===== config.mk =====
export PLATFORM = sky130hd
export DESIGN_NAME = cpu_multicycle_flat
export DESIGN_NICKNAME = d
export VERILOG_FILES = /design/src/rtl/cpu_multicycle_if.sv /design/src/rtl/cpu_multicycle.sv /design/src/flat_wrapper.sv
export SDC_FILE = /design/constraint.sdc
export NUM_CORES = 1
export LEC_CHECK = 0
export CORE_MARGIN = 5
export CORE_UTILIZATION = 28
export DETAILED_ROUTE_END_ITERATION = 16
export PLACE_DENSITY = 0.49
export SLEW_MARGIN = 10
export SYNTH_ARGS = -nofsm -noshare
export SYNTH_HDL_FRONTEND = slang
export SYNTH_SLANG_ARGS = --single-unit

===== constraint.sdc =====
create_clock -name clk -period 12.35 [get_ports clk]
set_clock_uncertainty 0.1 [all_clocks]
set_input_delay 3.705 -clock clk [delete_from_list [all_inputs] [get_ports clk]]
set_output_delay 3.705 -clock clk [all_outputs]
set_load 0.01 [all_outputs]

===== src/rtl/cpu_multicycle_if.sv =====
// Unified instruction/data memory port. The core issues requests and the memory
// completes each one by raising mem_ready.
interface cpu_multicycle_if #(
   parameter int unsigned n = 16
);
   logic         mem_req;
   logic         mem_we;
   logic [n-1:0] mem_addr;
   logic [n-1:0] mem_wdata;
   logic [n-1:0] mem_rdata;
   logic         mem_ready;

   modport master (
      output mem_req, mem_we, mem_addr, mem_wdata,
      input  mem_rdata, mem_ready
   );

   modport slave (
      input  mem_req, mem_we, mem_addr, mem_wdata,
      output mem_rdata, mem_ready
   );
endinterface


===== src/rtl/cpu_multicycle.sv =====
// Multicycle MIPS-style core over one shared req/ready memory port. Adds HALT,
// sticky signed overflow and illegal-opcode detection.
module cpu_multicycle #(
   parameter int unsigned  n        = 16,
   parameter logic [n-1:0] RESET_PC = '0
) (
   input  logic             clk,
   input  logic             reset,
   cpu_multicycle_if.master mem,
   output logic [n-1:0]     pc,
   output logic             halted,
   output logic             overflow,
   output logic             illegal
);

   typedef enum logic [2:0] {
      StFetch, StDecode, StExec, StMem, StWb, StHalt
   } state_t;

   localparam logic [4:0] OpAdd  = 5'd0;
   localparam logic [4:0] OpSub  = 5'd1;
   localparam logic [4:0] OpAnd  = 5'd2;
   localparam logic [4:0] OpOr   = 5'd3;
   localparam logic [4:0] OpSlt  = 5'd4;
   localparam logic [4:0] OpAddi = 5'd5;
   localparam logic [4:0] OpLw   = 5'd6;
   localparam logic [4:0] OpSw   = 5'd7;
   localparam logic [4:0] OpBeq  = 5'd8;
   localparam logic [4:0] OpJ    = 5'd9;
   localparam logic [4:0] OpHalt = 5'd31;

   state_t       state_q, state_d;
   logic         run_q;
   logic [n-1:0] pc_q, ir_q, a_q, b_q, alu_q, mdr_q;
   logic [n-1:0] rf_q [8];
   logic         ovf_q, ill_q;

   logic [4:0]   op;
   logic [2:0]   rs, rt, rd, wb_dst;
   logic [n-1:0] imm, target, opnd_b, sum, diff, alu_res, wb_data;
   logic         alu_ovf, legal, is_rtype, use_imm;

   assign op       = ir_q[4:0];
   assign rs       = ir_q[7:5];
   assign rt       = ir_q[10:8];
   assign rd       = ir_q[13:11];
   assign imm      = {{(n-5){ir_q[15]}}, ir_q[15:11]};
   assign target   = {{(n-11){1'b0}}, ir_q[15:5]};
   assign legal    = (op <= OpJ) || (op == OpHalt);
   assign is_rtype = (op <= OpSlt);
   assign use_imm  = (op == OpAddi) || (op == OpLw) || (op == OpSw);
   assign wb_dst   = is_rtype ? rd : rt;
   assign wb_data  = (op == OpLw) ? mdr_q : alu_q;

   assign pc       = pc_q;
   assign halted   = (state_q == StHalt);
   assign overflow = ovf_q;
   assign illegal  = ill_q;

   always_comb begin
      opnd_b  = use_imm ? imm : b_q;
      sum     = a_q + opnd_b;
      diff    = a_q - b_q;
      alu_res = sum;
      alu_ovf = 1'b0;
      case (op)
         OpAdd, OpAddi: alu_ovf = (a_q[n-1] == opnd_b[n-1]) && (sum[n-1] != a_q[n-1]);
         OpSub: begin
            alu_res = diff;
            alu_ovf = (a_q[n-1] != b_q[n-1]) && (diff[n-1] != a_q[n-1]);
         end
         OpAnd:   alu_res = a_q & b_q;
         OpOr:    alu_res = a_q | b_q;
         OpSlt:   alu_res = {{(n-1){1'b0}}, ($signed(a_q) < $signed(b_q))};
         default: ;
      endcase
   end

   always_ff @(posedge clk or posedge reset) begin
      if (reset) state_q <= StFetch;
      else       state_q <= state_d;
   end

   // Request outputs depend only on state and latched operands, so they hold
   // steady for the whole of a wait.
   always_comb begin
      state_d       = state_q;
      mem.mem_req   = 1'b0;
      mem.mem_we    = 1'b0;
      mem.mem_addr  = '0;
      mem.mem_wdata = '0;
      case (state_q)
         StFetch: begin
            if (run_q) begin
               mem.mem_req  = 1'b1;
               mem.mem_addr = pc_q;
               if (mem.mem_ready) state_d = StDecode;
            end
         end
         StDecode: begin
            if (!legal || op == OpHalt) state_d = StHalt;
            else                        state_d = StExec;
         end
         StExec: begin
            if (is_rtype || op == OpAddi)       state_d = StWb;
            else if (op == OpLw || op == OpSw)  state_d = StMem;
            else                                state_d = StFetch;
         end
         StMem: begin
            mem.mem_req  = 1'b1;
            mem.mem_addr = alu_q;
            if (op == OpSw) begin
               mem.mem_we    = 1'b1;
               mem.mem_wdata = b_q;
            end
            if (mem.mem_ready) state_d = (op == OpLw) ? StWb : StFetch;
         end
         StWb:    state_d = StFetch;
         StHalt:  state_d = StHalt;
         default: state_d = StHalt;
      endcase
   end

   // run_q keeps mem_req low in the first cycle after reset.
   always_ff @(posedge clk or posedge reset) begin
      if (reset) begin
         run_q <= 1'b0;
         pc_q  <= RESET_PC;
         ir_q  <= '0;
         a_q   <= '0;
         b_q   <= '0;
         alu_q <= '0;
         mdr_q <= '0;
         ovf_q <= 1'b0;
         ill_q <= 1'b0;
         for (int i = 0; i < 8; i++) rf_q[i] <= '0;
      end else begin
         run_q <= 1'b1;
         case (state_q)
            StFetch: begin
               if (run_q && mem.mem_ready) begin
                  ir_q <= mem.mem_rdata;
                  pc_q <= pc_q + 1'b1;
               end
            end
            StDecode: begin
               a_q <= rf_q[rs];
               b_q <= rf_q[rt];
               if (!legal) ill_q <= 1'b1;
            end
            StExec: begin
               alu_q <= alu_res;
               if (alu_ovf) ovf_q <= 1'b1;
               if (op == OpBeq && a_q == b_q) pc_q <= pc_q + imm;
               if (op == OpJ)                 pc_q <= target;
            end
            StMem: begin
               if (mem.mem_ready && op == OpLw) mdr_q <= mem.mem_rdata;
            end
            StWb: begin
               if (wb_dst != 3'd0) rf_q[wb_dst] <= wb_data;
            end
            default: ;
         endcase
      end
   end

endmodule

===== src/flat_wrapper.sv =====
// flat-port wrapper written by rule: the top's interface ports become plain ports
module cpu_multicycle_flat 
#(
   parameter int unsigned  n        = 16,
   parameter logic [n-1:0] RESET_PC = '0
)
  (clk, reset, pc, halted, overflow, illegal, mem_mem_req, mem_mem_we, mem_mem_addr, mem_mem_wdata, mem_mem_rdata, mem_mem_ready);
  cpu_multicycle_if #(.n(n)) mem_i ();
  input  logic clk;
  input  logic reset;
  output logic [n-1:0] pc;
  output logic halted;
  output logic overflow;
  output logic illegal;
  output wire logic [$bits(mem_i.mem_req)-1:0] mem_mem_req;
  output wire logic [$bits(mem_i.mem_we)-1:0] mem_mem_we;
  output wire logic [$bits(mem_i.mem_addr)-1:0] mem_mem_addr;
  output wire logic [$bits(mem_i.mem_wdata)-1:0] mem_mem_wdata;
  input wire logic [$bits(mem_i.mem_rdata)-1:0] mem_mem_rdata;
  input wire logic [$bits(mem_i.mem_ready)-1:0] mem_mem_ready;
  assign mem_mem_req = mem_i.mem_req;
  assign mem_mem_we = mem_i.mem_we;
  assign mem_mem_addr = mem_i.mem_addr;
  assign mem_mem_wdata = mem_i.mem_wdata;
  assign mem_i.mem_rdata = mem_mem_rdata;
  assign mem_i.mem_ready = mem_mem_ready;
  cpu_multicycle #(.n(n), .RESET_PC(RESET_PC)) u_core (.clk(clk), .reset(reset), .mem(mem_i), .pc(pc), .halted(halted), .overflow(overflow), .illegal(illegal));
endmodule

# Word level (Yosys, flattened, before mapping)

Cells that the tools add are included.

Flip-flop bits (word level): 230
Input bits: 19
Output and inout port bits: 53
Logic and storage cells: 119

Add/sub/neg operators: 4
$lt $le $gt $ge: 7
Equality and inequality tests: 25
Mux-type cells: 34
Bitwise operators: 6
Reduce and logical (&&, ||, !) cells: 25

Operators with widths:

| cell                                                     | number |
|---|---|
| two-way mux 16 bit                                       | 13 |
| bitwise mux 128 bit                                      | 1 |
| binary-select mux 16 bit (select 3 bit)                  | 2 |
| one-hot mux 16 bit (2 select lines)                      | 2 |
| one-hot mux 16 bit (4 select lines)                      | 1 |
| demux 16 bit (select 3 bit)                              | 1 |
| adder 16 bit                                             | 2 |
| two-way mux 3 bit                                        | 7 |
| equality test 5 x 3 -> 1 bit, second input constant      | 4 |
| adder 16 x 1 -> 16 bit, second input constant            | 1 |
| bitwise AND 16 bit                                       | 1 |
| equality test 16 bit                                     | 1 |
| less-than comparator 16 bit                              | 1 |
| OR 16 bit                                                | 1 |
| subtractor 16 bit                                        | 1 |
| one-hot mux 3 bit (5 select lines)                       | 1 |
| greater-or-equal comparator 4 bit, second input constant | 3 |
| NOT 3 -> 4 bit                                           | 3 |
| equality test 5 x 2 -> 1 bit, second input constant      | 2 |
| equality test 5 x 4 -> 1 bit, second input constant      | 2 |
| AND reduction 2 bit                                      | 5 |
| equality test 3 x 2 -> 1 bit, second input constant      | 2 |
| equality test 3 bit, second input constant               | 2 |
| logical AND 1 bit                                        | 6 |
| other kinds (23)                                         | 36 |

# Logic depth before layout (Yosys ltp)

Depth in word-level cells: 9
Depth in mapped cells: 15
Gate-level depth less buffers: 12

# Worst setup path after synthesis

No wires, ideal clock.

Path type: register -> output
From: register u_core.state_q[0]
To: output mem_mem_wdata[10]
Data arrival time: 1.669 ns
Required time: 8.545 ns
Slack: 6.876 ns
Stages on the path, launching flop included: 7
Buffers on the path: 3
Cells stage by stage: dfrtp_1 clkbuf_1 nor3b_1 and4_1 clkbuf_1 clkbuf_1 and2_1

Cells in the longest elaborated chain, start to end: 2

Ends and longest elaborated chain:

| item                         | RTL line             | text |
|---|---|---|
| from (decl)                  | cpu_multicycle.sv:32 | `state_t state_q, state_d;` |
| from (signal assigned)       | cpu_multicycle.sv:80 | `if (reset) state_q <= StFetch;` |
| from (signal assigned)       | cpu_multicycle.sv:81 | `else state_q <= state_d;` |
| equality test 3 x 2 -> 1 bit | cpu_multicycle.sv:92 | `case (state_q)` |
| two-way mux 16 bit           | cpu_multicycle.sv:92 |  |
| to (decl)                    | flat_wrapper.sv:18   | `output wire logic [$bits(mem_i.mem_wdata)-1:0] mem_mem_wdata;` |

No other way between the ends.

# Worst setup path in the final report

From: register u_core.ir_q[1]
To: output mem_mem_wdata[14]

Cells in the longest elaborated chain, start to end: 3

Ends and longest elaborated chain:

| item                         | RTL line              | text |
|---|---|---|
| from (decl)                  | cpu_multicycle.sv:34  | `logic [n-1:0] pc_q, ir_q, a_q, b_q, alu_q, mdr_q;` |
| from (signal assigned)       | cpu_multicycle.sv:142 | `ir_q <= mem.mem_rdata;` |
| equality test 5 x 3 -> 1 bit | cpu_multicycle.sv:112 | `if (op == OpSw) begin` |
| two-way mux 16 bit           | cpu_multicycle.sv:112 |  |
| two-way mux 16 bit           | cpu_multicycle.sv:92  |  |

No other way between the ends.

==> impl_results.md <==
* FF+latch count, synth at 230
* Pleak at 0.00721 µW
* WS Path Type: flop to output pin
* Area Overhead vs Synth at 16.4%
* Clk Latency, worst-skew pair at 550 ps
* Worst Tran Pin Value at 1110 ps
* Comb pwr share at 0.540
* CTS tree: yes
* DP Cell Count at 2156
* Post-Synth XOR/XNOR Area at 0.0158
* Crit path launch type: flop
* Synth warn at 0
* Seq pwr share at 0.290
* Leading cell type in the layout, fill and taps excluded: dfrtp_1
* DR WL/cell at 20.6 µm
* GRT Overall Usage at 0.159
* Synth Area in Simple Gates at 0.138
* Share of layout cells above drive strength 1 at 0.120
* Cts repair resizes at 0
* CP max-delay cell: and4_1
* CTS Buffer Depth at 3
* Post-layout min period at 6790 ps
* Maxcap violations at 0
* Mux share of post-synthesis cell area at 0.161
* Int Power at 2760 µW
* VDD IR-drop max at 0.115 mV
* Setup bufs post-CTS at 0
* Final setup vio count at 0
* Fin util at 0.328
* Synth unique cells at 75
* Clk pwr share at 0.170
* Clk sink count at 230
* Final Instance Area at 16700 µm²
* Die height at 237 µm
* Drt first-iter violations at 958
* Initial Util at 0.282
* Finished Layout Cells at 2208
* Post-DP Area at 15800 µm²
* Worst hold path type: flop to flop
* Grt ovf at 0
* Placeable Area at 51100 µm²
* Post-synth EDFFs at 0
* CP Capture Type: output pin
* CTS Buf Count at 28
* RSZ-0062 raised after global routing: false
* Largest net degree at the start of global routing at 102
* Synth Instances at 1487
* IO Pins at 72
* Mapped Area at 14400 µm²
* FMAX at 0.147 GHz
* Placer Congestion at 0.847
* Clock Root Buffer: clkbuf_16
* Fin nets at 1608
* Status: finished, final reports clean
* Leading area contributor after synthesis: dfrtp_1
* Largest family of logic cells by synthesized area: compound AO/OA/AOI/OAI gates
* Final hold vios at 0
* Worst Path Arrival at 2990 ps
* Clock transition at path regs at 60 ps
* # H-tree levels at 1
* Switch Pwr at 2290 µW
* Worst Path Required at 8550 ps
* CP max stage delay at 740 ps
* Main flop type after synthesis: dfrtp_1
* Vias per inst at 5.13
* Slew Limit Fails at 0
* Via count at 11.3k
* # rows at 83
* Post-CTS Hold Fix Bufs at 0
* Mean Syn Cell Area at 9.67 µm²
* Most frequent cells in the layout: dfrtp_1 (228), nand2_1 (166), nor2_1 (141)
* Antenna violations before repair at 0
* Die W at 237 µm
* FFs w/ async S/R, synth at 1.00
* Synth top area share at 0.400
* Die footprint at 56000 µm²
* Ranking of synthesized cells by area: dfrtp_1 (40%), mux4_2 (10%), ha_1 (7.0%)
* Final WL at 45500 µm
* DRC at 0
* Slew headroom at 0.262
* Compound-cell area share of the yosys netlist at 0.168
* Sw frac at 0.453
* Post-Synth Adder-Cell Area at 0.0738
* Sequential fraction of the synthesis area at 0.400
* First-pass GRT wire length at 69800 µm
* Diodes inserted at 0
* PD cells at 302 nW/µm²
* Crit-path cells: nand2_1, inv_1, and4_1, and2_1, clkdlybuf4s50_1
* Max FO, Critical Path at 17
* Router iterations before antenna repair at 5
* Ratio of final minimum period to clock period at 0.550
* Setup TNS at 0 ps
* Fin Hold WS at 293 ps
* Buffers added on ports at 71
* ANT nets after route at 0
* Dpl hpwl at 31500 µm
* Vias in the first global route at 11.4k
* Synthesized net count at 1589
==> Yosys cell counts (5+ instances only) <==
| master | n |
|---|---|
| nor4_1 | 5 |
| mux2_2 | 20 |
| mux2i_1 | 62 |
| clkbuf_1 | 88 |
| a21o_1 | 22 |
| o31ai_1 | 6 |
| a31oi_1 | 17 |
| and2_1 | 17 |
| o21a_1 | 5 |
| or3_1 | 6 |
| o21bai_1 | 7 |
| a21oi_1 | 133 |
| dfrtp_1 | 230 |
| o22ai_1 | 9 |
| o211ai_1 | 5 |
| a211oi_1 | 20 |
| o21ai_0 | 115 |
| xnor2_1 | 14 |
| buf_1 | 14 |
| inv_1 | 61 |
| nor2b_1 | 5 |
| nand2b_1 | 8 |
| nor3_1 | 22 |
| nand3_1 | 24 |
| nand2_1 | 166 |
| o22a_1 | 6 |
| mux4_2 | 65 |
| nor2_1 | 142 |
| ha_1 | 80 |
| xor2_1 | 12 |
| o221ai_1 | 5 |
| a22o_1 | 16 |
| nor3b_1 | 6 |
| or2_2 | 6 |
| and3_1 | 8 |
==> worst paths after layout <==
check                                 start           endpoint  slack, ps  depth (start not counted)
max                          u_core.ir_q[1]  mem_mem_wdata[14]       5560                          5
min                        u_core.rf_q[118]   u_core.rf_q[118]        290                          0
max reg2reg                  u_core.ir_q[0]   u_core.alu_q[11]       7560                         12
min reg2reg                u_core.rf_q[118]   u_core.rf_q[118]        290                          0
max in group asynchronous             reset    u_core.rf_q[71]       7000                          3
min in group asynchronous             reset    u_core.rf_q[45]       3590                          2
==> metal layers <==
layer	track usage	wire, µm	up-vias
met5	0	0	-
met4	0.0598	1910	0
met3	0.0243	2010	77
met2	0.265	21500	271
met1	0.209	20100	5608
li1	-	-	5376
==> worst max-delay path: cells and delay by family, from the launching register on <==
kind          cells  cell delay (ps)
buf+inv           2              660
flops             1              580
simple gates      3             1190
==> logic make-up after synthesis <==
group | Yosys count
compound gates | 396
xor+xnor | 26
fa+ha+maj | 83
buf+inv | 166
flops | 230
mux | 147
other cells | 1
simple gates | 438
==> power groups by stage <==
stage	clock network (µW)	registers [µW]	logic (µW)
floorplan	0	1280	2040
global placement	0	1460	2700
detailed placement	0	1470	2730
CTS	885	1460	2740
global route	919	1510	3030
finish	861	1460	2730
==> metrics by stage <==
| step | total power (µW) | setup WS [ps] |
|---|---|---|
| after floorplan | 3320 | 2240 |
| final | 5050 | 5560 |
| after global placement | 4160 | 6140 |
| after global routing | 5460 | 5260 |
| after CTS | 5090 | 5460 |
| after detailed placement | 4200 | 6050 |
==> state kept, by name, summed over array words and instances (netlist names) <==
signal / flops
u_core.illegal: 1
u_core.alu_q: 16
u_core.ir_q: 16
u_core.overflow: 1
u_core.a_q: 16
u_core.b_q: 16
u_core.pc: 16
u_core.rf_q: 128
u_core.mdr_q: 16
u_core.state_q: 3
u_core.run_q: 1
==> area by class of cell <==
class / instances / area (µm²)
well taps: 680 / 851
repair buffers: 94 / 883
clock buffers: 42 / 875
inverters: 61 / 236
fillers: 5254 / 34300
flip-flops and latches: 230 / 5760
clock inverters: 10 / 104
multi-input cells: 1091 / 8040
No activity file was read; power rests on OpenSTA's default activity.
